$ cat config.mk
export PLATFORM = sky130hd
export DESIGN_NAME = uart_rx
export DESIGN_NICKNAME = d
export VERILOG_FILES = /design/src/rtl/uart_pkg.sv /design/src/rtl/uart_sync2.sv /design/src/rtl/uart_rx.sv
export SDC_FILE = /design/constraint.sdc
export NUM_CORES = 1
export LEC_CHECK = 0
export BUFFER_PORTS_ARGS = -buffer_cell sky130_fd_sc_hd__buf_2
export CAP_MARGIN = 20
export CORE_ASPECT_RATIO = 2
export CORE_MARGIN = 2
export CORE_UTILIZATION = 51
export CTS_CLUSTER_SIZE = 25
export DETAILED_ROUTE_END_ITERATION = 10
export PLACE_DENSITY = 0.74
export SETUP_SLACK_MARGIN = 0.5
export SYNTH_ARGS = -nofsm -noshare
export SYNTH_HDL_FRONTEND = slang
export SYNTH_HIERARCHICAL = 1
export SYNTH_SLANG_ARGS = --single-unit
$ cat constraint.sdc
create_clock -name UART_CLK -period 1.49 [get_ports UART_CLK]
set_clock_uncertainty 0.05 [all_clocks]
set_input_delay 0.2235 -clock UART_CLK [delete_from_list [all_inputs] [get_ports UART_CLK]]
set_output_delay 0.2235 -clock UART_CLK [all_outputs]
set_load 0.005 [all_outputs]
$ cat src/rtl/uart_pkg.sv
// Shared definitions for the board UART blocks: FSM state encoding,
// default frame geometry and the idle line level.
package uart_pkg;

    typedef enum logic [2:0] {
        ST_IDLE,
        ST_START,
        ST_DATA,
        ST_PARITY,
        ST_STOP,
        ST_WAIT_HIGH
    } uart_state_e;

    localparam int   DEF_CLKS_PER_BIT = 16;
    localparam int   DEF_DATA_BITS    = 8;
    localparam logic LINE_IDLE        = 1'b1;

endpackage

$ cat src/rtl/uart_sync2.sv
// Two-flop synchronizer for asynchronous input pins. Reset value is
// configurable so an idle-high line does not look like a start bit.
module uart_sync2 #(
    parameter logic RESET_VAL = 1'b1
) (
    input  logic clk,
    input  logic rst,
    input  logic pin,
    output logic level
);

    logic meta;

    // Two back-to-back flops; only the second one is used downstream.
    always_ff @(posedge clk) begin
        if (rst) begin
            meta  <= RESET_VAL;
            level <= RESET_VAL;
        end else begin
            meta  <= pin;
            level <= meta;
        end
    end

endmodule

$ cat src/rtl/uart_rx.sv
// 8N1 serial receiver with a valid/ready holding register.
// Optional even parity is compiled in with `define UART_RX_PARITY_EN.
module uart_rx
    import uart_pkg::*;
#(
    parameter int CLKS_PER_BIT = DEF_CLKS_PER_BIT,
    parameter int DATA_BITS    = DEF_DATA_BITS
) (
    input  logic                 UART_CLK,
    input  logic                 UART_RST,
    input  logic                 UART_EN,
    input  logic                 UART_RX,
    output logic [DATA_BITS-1:0] RX_DATA,
    output logic                 RX_VALID,
    input  logic                 RX_READY,
    output logic                 RX_FRAME_ERR,
    output logic                 RX_OVERRUN,
    output logic                 RX_PARITY_ERR
);

    localparam int CW = $clog2(CLKS_PER_BIT);
    localparam int BW = $clog2(DATA_BITS + 1);

    localparam logic [CW-1:0] HALF_LAST = CW'(CLKS_PER_BIT / 2 - 1);
    localparam logic [CW-1:0] BIT_LAST  = CW'(CLKS_PER_BIT - 1);
    localparam logic [BW-1:0] DATA_LAST = BW'(DATA_BITS - 1);

    logic                 rx_s;
    uart_state_e          state, state_nxt;
    logic [CW-1:0]        cnt, cnt_nxt;
    logic [BW-1:0]        bit_cnt, bit_nxt;
    logic [DATA_BITS-1:0] shift, shift_nxt;
    logic                 done, ferr_set, perr_set;
    logic                 par_bad, par_bad_nxt;

    uart_sync2 #(.RESET_VAL(LINE_IDLE)) u_sync (
        .clk   (UART_CLK),
        .rst   (UART_RST),
        .pin   (UART_RX),
        .level (rx_s)
    );

    // FSM state, counters and shift register.
    always_ff @(posedge UART_CLK) begin
        if (UART_RST) begin
            state   <= ST_IDLE;
            cnt     <= '0;
            bit_cnt <= '0;
            shift   <= '0;
            par_bad <= 1'b0;
        end else begin
            state   <= state_nxt;
            cnt     <= cnt_nxt;
            bit_cnt <= bit_nxt;
            shift   <= shift_nxt;
            par_bad <= par_bad_nxt;
        end
    end

    // Next-state logic; disabling the receiver parks the FSM in IDLE.
    always_comb begin
        state_nxt   = state;
        cnt_nxt     = cnt;
        bit_nxt     = bit_cnt;
        shift_nxt   = shift;
        par_bad_nxt = par_bad;
        done        = 1'b0;
        ferr_set    = 1'b0;
        perr_set    = 1'b0;
        if (!UART_EN) begin
            state_nxt = ST_IDLE;
            cnt_nxt   = '0;
            bit_nxt   = '0;
        end else begin
            case (state)
                ST_IDLE: begin
                    cnt_nxt     = '0;
                    bit_nxt     = '0;
                    par_bad_nxt = 1'b0;
                    if (rx_s != LINE_IDLE) state_nxt = ST_START;
                end
                ST_START: begin
                    if (cnt == HALF_LAST) begin
                        cnt_nxt   = '0;
                        state_nxt = (rx_s != LINE_IDLE) ? ST_DATA : ST_IDLE;
                    end else begin
                        cnt_nxt = cnt + 1'b1;
                    end
                end
                ST_DATA: begin
                    if (cnt == BIT_LAST) begin
                        cnt_nxt   = '0;
                        shift_nxt = {rx_s, shift[DATA_BITS-1:1]};
                        if (bit_cnt == DATA_LAST) begin
                            bit_nxt = '0;
`ifdef UART_RX_PARITY_EN
                            state_nxt = ST_PARITY;
`else
                            state_nxt = ST_STOP;
`endif
                        end else begin
                            bit_nxt = bit_cnt + 1'b1;
                        end
                    end else begin
                        cnt_nxt = cnt + 1'b1;
                    end
                end
`ifdef UART_RX_PARITY_EN
                ST_PARITY: begin
                    if (cnt == BIT_LAST) begin
                        cnt_nxt     = '0;
                        par_bad_nxt = (^shift) ^ rx_s;
                        state_nxt   = ST_STOP;
                    end else begin
                        cnt_nxt = cnt + 1'b1;
                    end
                end
`endif
                ST_STOP: begin
                    if (cnt == BIT_LAST) begin
                        cnt_nxt  = '0;
                        perr_set = par_bad;
                        if (rx_s == LINE_IDLE) begin
                            done      = !par_bad;
                            state_nxt = ST_IDLE;
                        end else begin
                            ferr_set  = 1'b1;
                            state_nxt = ST_WAIT_HIGH;
                        end
                    end else begin
                        cnt_nxt = cnt + 1'b1;
                    end
                end
                ST_WAIT_HIGH: begin
                    cnt_nxt = '0;
                    if (rx_s == LINE_IDLE) state_nxt = ST_IDLE;
                end
                default: state_nxt = ST_IDLE;
            endcase
        end
    end

    // Holding register, handshake and registered status pulses.
    always_ff @(posedge UART_CLK) begin
        if (UART_RST) begin
            RX_DATA      <= '0;
            RX_VALID     <= 1'b0;
            RX_FRAME_ERR <= 1'b0;
            RX_OVERRUN   <= 1'b0;
        end else begin
            RX_FRAME_ERR <= ferr_set;
            RX_OVERRUN   <= done && RX_VALID && !RX_READY;
            if (done && (!RX_VALID || RX_READY)) begin
                RX_DATA  <= shift;
                RX_VALID <= 1'b1;
            end else if (RX_VALID && RX_READY) begin
                RX_VALID <= 1'b0;
            end
        end
    end

`ifdef UART_RX_PARITY_EN
    // Parity failure pulse, aligned with where RX_VALID would have risen.
    always_ff @(posedge UART_CLK) begin
        if (UART_RST) RX_PARITY_ERR <= 1'b0;
        else          RX_PARITY_ERR <= perr_set;
    end
`else
    assign RX_PARITY_ERR = 1'b0;
`endif

endmodule

# Yosys cells after proc, flatten, opt, wreduce, memory -nomap -nowiden
# Cells that the tools add are included.
[totals]
regBits = 32
out_inout_bits = 12
in_bits = 5
mem_bits_rw = 0
n_memories = 0
latchBits = 0
rom_bits = 0
[classes]
reduce_logical = 18
shifts = 0
add_sub_neg = 2
n_mux = 22
n_eq_ne = 13
mul = 0
n_lt_le_gt_ge = 0
div = 0
n_bitwise = 3
[op_table]
columns = ["op", "count"]
rows = [
  ["3-bit two-way mux", 7],
  ["4-bit two-way mux", 4],
  ["3-bit one-hot mux with 5 select lines", 1],
  ["4-bit one-hot mux with 3 select lines", 1],
  ["2-bit != test (second input constant)", 5],
  ["4-bit by 1-bit adder with 4-bit output (second input constant)", 2],
  ["4-bit by 3-bit equality test with 1-bit output (second input constant)", 2],
  ["4-bit one-hot mux with 2 select lines", 1],
  ["1-bit two-way mux", 7],
  ["3-bit equality test (second input constant)", 2],
  ["6-bit AND reduction", 1],
  ["2-bit OR reduction", 3],
  ["4-bit equality test (second input constant)", 1],
  ["1-bit logical AND", 4],
  ["2-bit nonzero test", 2],
  ["4-bit OR reduction", 1],
  ["3-bit by 1-bit equality test with 1-bit output (second input constant)", 1],
  ["3-bit by 2-bit equality test with 1-bit output (second input constant)", 1],
  ["3-bit logical NOT", 1],
  ["1-bit inverter", 3],
  ["3-bit AND reduction", 1],
  ["3-bit nonzero test", 1],
  ["1-bit logical NOT", 2],
  ["2-bit two-way mux", 1],
  ["other kinds (3)", 3],
]

# Logic depth before layout (Yosys ltp)
[depth]
depth_word = 6
mapped_depth = 6
depth_no_buf = 5

# By module
# Netlist, hierarchy kept.
[modules_own_cells]
columns = ["mod", "cells_each", "n_inst", "area_each_um2", "seq_area_each_um2"]
rows = [
  ["uart_rx", 158, 1, 1456.4, 600.6],
  ["uart_sync2", 4, 1, 52.6, 40.0],
]

# Worst setup path before layout
# Ideal clock, no wire load.
[synth_path]
kind = "reg2reg"
startpoint = "reg cnt[0]"
endpoint = "reg state[1]"
path_stages_with_launch = 6
setup_time_ns = 0.071
arrival_time_ns = 1.517
path_buffers = 0
synth_period_minus_slack_ns = 1.638
setup_slack_ns = -0.148
cell_sequence = "dfxtp_1 ha_1 and3_4 o32ai_2 or4b_1 a21oi_1"
[synth_between]
elab_chain_len = 3
word_cells_on_any_way = 6
classes_between = "eq/ne: 5; reduce/logical: 1"
[synth_rtl]
columns = ["item", "line", "text"]
rows = [
  ["start, declared", "uart_rx.sv:30", "logic [CW-1:0] cnt, cnt_nxt;"],
  ["start signal, assigned", "uart_rx.sv:53", "cnt <= cnt_nxt;"],
  ["4-bit equality test or 4-bit by 3-bit equality test with 1-bit output (tied branches)", "uart_rx.sv:91, uart_rx.sv:120, uart_rx.sv:83", ""],
  ["2-bit != test (no line)", "n/a", ""],
  ["6-bit AND reduction (no line) *", "n/a", ""],
  ["end signal, assigned", "uart_rx.sv:52", "state <= state_nxt;"],
  ["end, declared", "uart_rx.sv:29", "uart_state_e state, state_nxt;"],
]
# Every way passes the cells marked *; elsewhere a longest branch is shown, timed or not.
# A chain may end at the register's enable or synchronous reset.

# Final worst setup path
[layout_path]
startpoint = "reg cnt[1]"
endpoint = "reg state[1]"
# Same word-level chain as after synthesis.

==> qor.csv <==
metric;value;unit
drcViolationCount;0;
cts_tree;yes;
die_w;42.46;um
nets;202;
dr.pass1.iters;4;
grt_pass1_wl;5.326;mm
netSwitchingFraction;21.10;%
hold_violations;0;
setup_violations;7;
cts_made_buffers;5;
finalMaxSlewViolations;0;
clock_latency;0.29;ns
cts_sinks;32;
via_count;1256;
hp-class;in -> reg;
cp_top_family;simple AND/OR/NAND/NOR gates;
dieArea;3436;um2
cp-end-kind;flop;
synth_warnings;6;
postLayoutCellArea;2022;um2
power;1748;uW
final_common_cell;dfxtp_1;
crit_path_top_delay_cell;or4b_1;
worst_slack;-0.05628;ns
synth_nets;169;
syn_avg_cell_area;9.314;um2
p_switching;368.9;uW
layout-drive-gt1-share;43.37;%
grt_pass1_vias;1165;
core-area;2873;um2
num_rows;28;
crit_cells;5;
postPlaceCellArea;1725;um2
port_buffers;15;
pwr-share-comb;3.4;%
crit_chain;ha_4, and3_4, o32ai_4, or4b_1, a21oi_1;
drt_iter0_drc;26;
cap_violations;0;
power_density;864.5;nW/um2
ir_drop;0.8208;mV
final.fill_count;240;
grt_use_total;20.63;%
whs_path_depth;2;
avgViaCountPerCell;5.558;
power_frac_seq;49.1;%
reg2reg_depth;5;
cts_root_buf;clkbuf_8;
cp_max_fo;5;
endpoint;state[1];
post-place-ws;-0.1079;ns
syn_to_final_growth;34.00;%
clkPwrFrac;47.5;%
antenna_left;0;
clockBufferDepth;2;
final_core_util;70.38;%
antenna_found_initial;0;
grt_max_degree;29;
arrival;1.71;ns
timing.fmax;646.7;MHz
slowest_delay;0.48;ns
start_kind;flop;
hpwl;2.026;mm
startpoint;cnt[1];
rsz0062_at_grt;true;
period_share;103.8;%
synth_area;1509;um2
wirelength;3.285;mm
syn_inst;162;
p_int;1379;uW
die_h;80.93;um
cp_num_buf_inv;0;
overflow;0;
worstReg2RegStart;cnt[1];
violations;setup timing;
wl_per_cell;14.54;um
r2r-end;state[1];
antenna_cells;0;
gp_congestion;0.7247;
hold_start;UART_RX;
path_clk_slew;0.07;ns
ys_ff_latch;32;
synth_cell_types;42;
io_pins;17;
critical_path_class;reg -> reg;
htree_levels;2;
fin_crit;1.546;ns
reg2reg_slack;-0.06;ns
cp.required;1.66;ns
run_status;complete, but fails checks;
final_cell_mix;dfxtp_1, mux2i_1, nand2b_1, buf_4;
start_util;52.53;%
seq_area_frac_synth;42.45;%
p_leak;0.0007641;uW
==> metrics by stage <==
stage	instances	TNS, ns	hold slack (ns)
after floorplan	162	-0.01764	0.2706
after global placement	211	-0.5830	0.3379
after detailed placement	211	-1.091	0.3486
after CTS	222	-0.1856	0.05220
after global routing	226	-1.595	0.06653
final	226	-0.1991	0.06129
==> synthesized netlist by cell type (all sizes together) <==
| cell type | number | area, um2 |
|---|---|---|
| or3b | 2 | 17.52 |
| and3b | 1 | 10.01 |
| clkbuf | 5 | 18.77 |
| a21oi | 9 | 45.04 |
| buf | 7 | 47.55 |
| nor2b | 2 | 12.51 |
| and2b | 2 | 15.01 |
| or4b | 1 | 10.01 |
| a31oi | 2 | 12.51 |
| nand2 | 5 | 18.77 |
| nand4b | 1 | 8.760 |
| nor2 | 13 | 48.80 |
| inv | 1 | 3.750 |
| conb | 1 | 3.750 |
| nor3b | 2 | 20.02 |
| o31ai | 1 | 7.510 |
| or2 | 2 | 12.51 |
| a311o | 1 | 11.26 |
| and3 | 3 | 25.03 |
| xnor2 | 1 | 8.760 |
| nand2b | 18 | 112.6 |
| o21ai | 6 | 30.03 |
| or3 | 2 | 12.51 |
| mux2i | 17 | 170.2 |
| o22ai | 1 | 6.260 |
| o32ai | 3 | 33.79 |
| nor3 | 4 | 20.02 |
| o21a | 1 | 7.510 |
| ha | 2 | 25.02 |
| nand4 | 1 | 6.260 |
| a211o | 2 | 17.52 |
| a21boi | 1 | 7.510 |
| a211oi | 1 | 7.510 |
| dfxtp | 32 | 640.6 |
| nand3 | 6 | 30.03 |
| a311oi | 1 | 8.760 |
| a22oi | 2 | 15.01 |
==> sequential cells by signal (all words and copies together) (netlist names) <==
name	flops
bit_cnt	4
shift	8
RX_VALID	1
state	3
u_sync/level	1
RX_FRAME_ERR	1
RX_OVERRUN	1
cnt	4
u_sync/meta	1
RX_DATA	8
==> worst min path at each step <==
stage                               to  slack [ns]
after floorplan           u_sync/level        0.27
after global placement    u_sync/level        0.34
after detailed placement  u_sync/level        0.35
after CTS                  u_sync/meta        0.05
after global routing       u_sync/meta        0.07
final                      u_sync/meta        0.06
==> final cells by class <==
cell class / instances / area (um2) / area share [%]
clock buffers: 5 / 68.82 / 3.403
clock inverters: 3 / 41.29 / 2.042
inverters: 1 / 3.754 / 0.1856
multi-input cells: 117 / 922.1 / 45.61
flip-flops and latches: 32 / 665.6 / 32.92
well taps: 30 / 37.54 / 1.856
repair buffers: 38 / 282.8 / 13.99
==> repair_timing <==
| action | CTS | global route |
|---|---|---|
| hold buffers | 0 | 0 |
| endpoints found under the setup margin | 39 | 41 |
| gates resized for setup | 23 | 16 |
| pin swaps | 10 | 4 |
| setup buffers | 3 | 4 |
==> cells by family (layout without fill, tap and decap cells) <==
family / Yosys count / count (layout) / synth area share, %
DFF: 32 / 32 / 42.45
adders and majority gates: 2 / 2 / 1.658
buffers and inverters: 13 / 47 / 4.644
other: 1 / 1 / 0.2485
xor gates and xnor gates: 1 / 1 / 0.5805
and+or+nand+nor: 65 / 65 / 25.21
muxes: 17 / 17 / 11.28
AOI/OAI and AO/OA: 31 / 31 / 13.93
==> power groups by stage <==
stage | Sequential (uW) | Clock (uW) | Combinational (uW)
floorplan | 880 | 0 | 39.6
global route | 858 | 880 | 65.7
detailed placement | 881 | 0 | 51.5
global placement | 881 | 0 | 51.1
finish | 857 | 830 | 60.2
CTS | 857 | 854 | 53.7
==> routing by layer <==
layer  vias up  routed length (um)  track usage [%]
li1        639                   -                -
met1       589                1365            23.30
met2        21                1762            35.23
met3         7                 102            5.556
met4         0                  55            10.00
met5         -                   0                0
(Power assumes the default switching activity.)
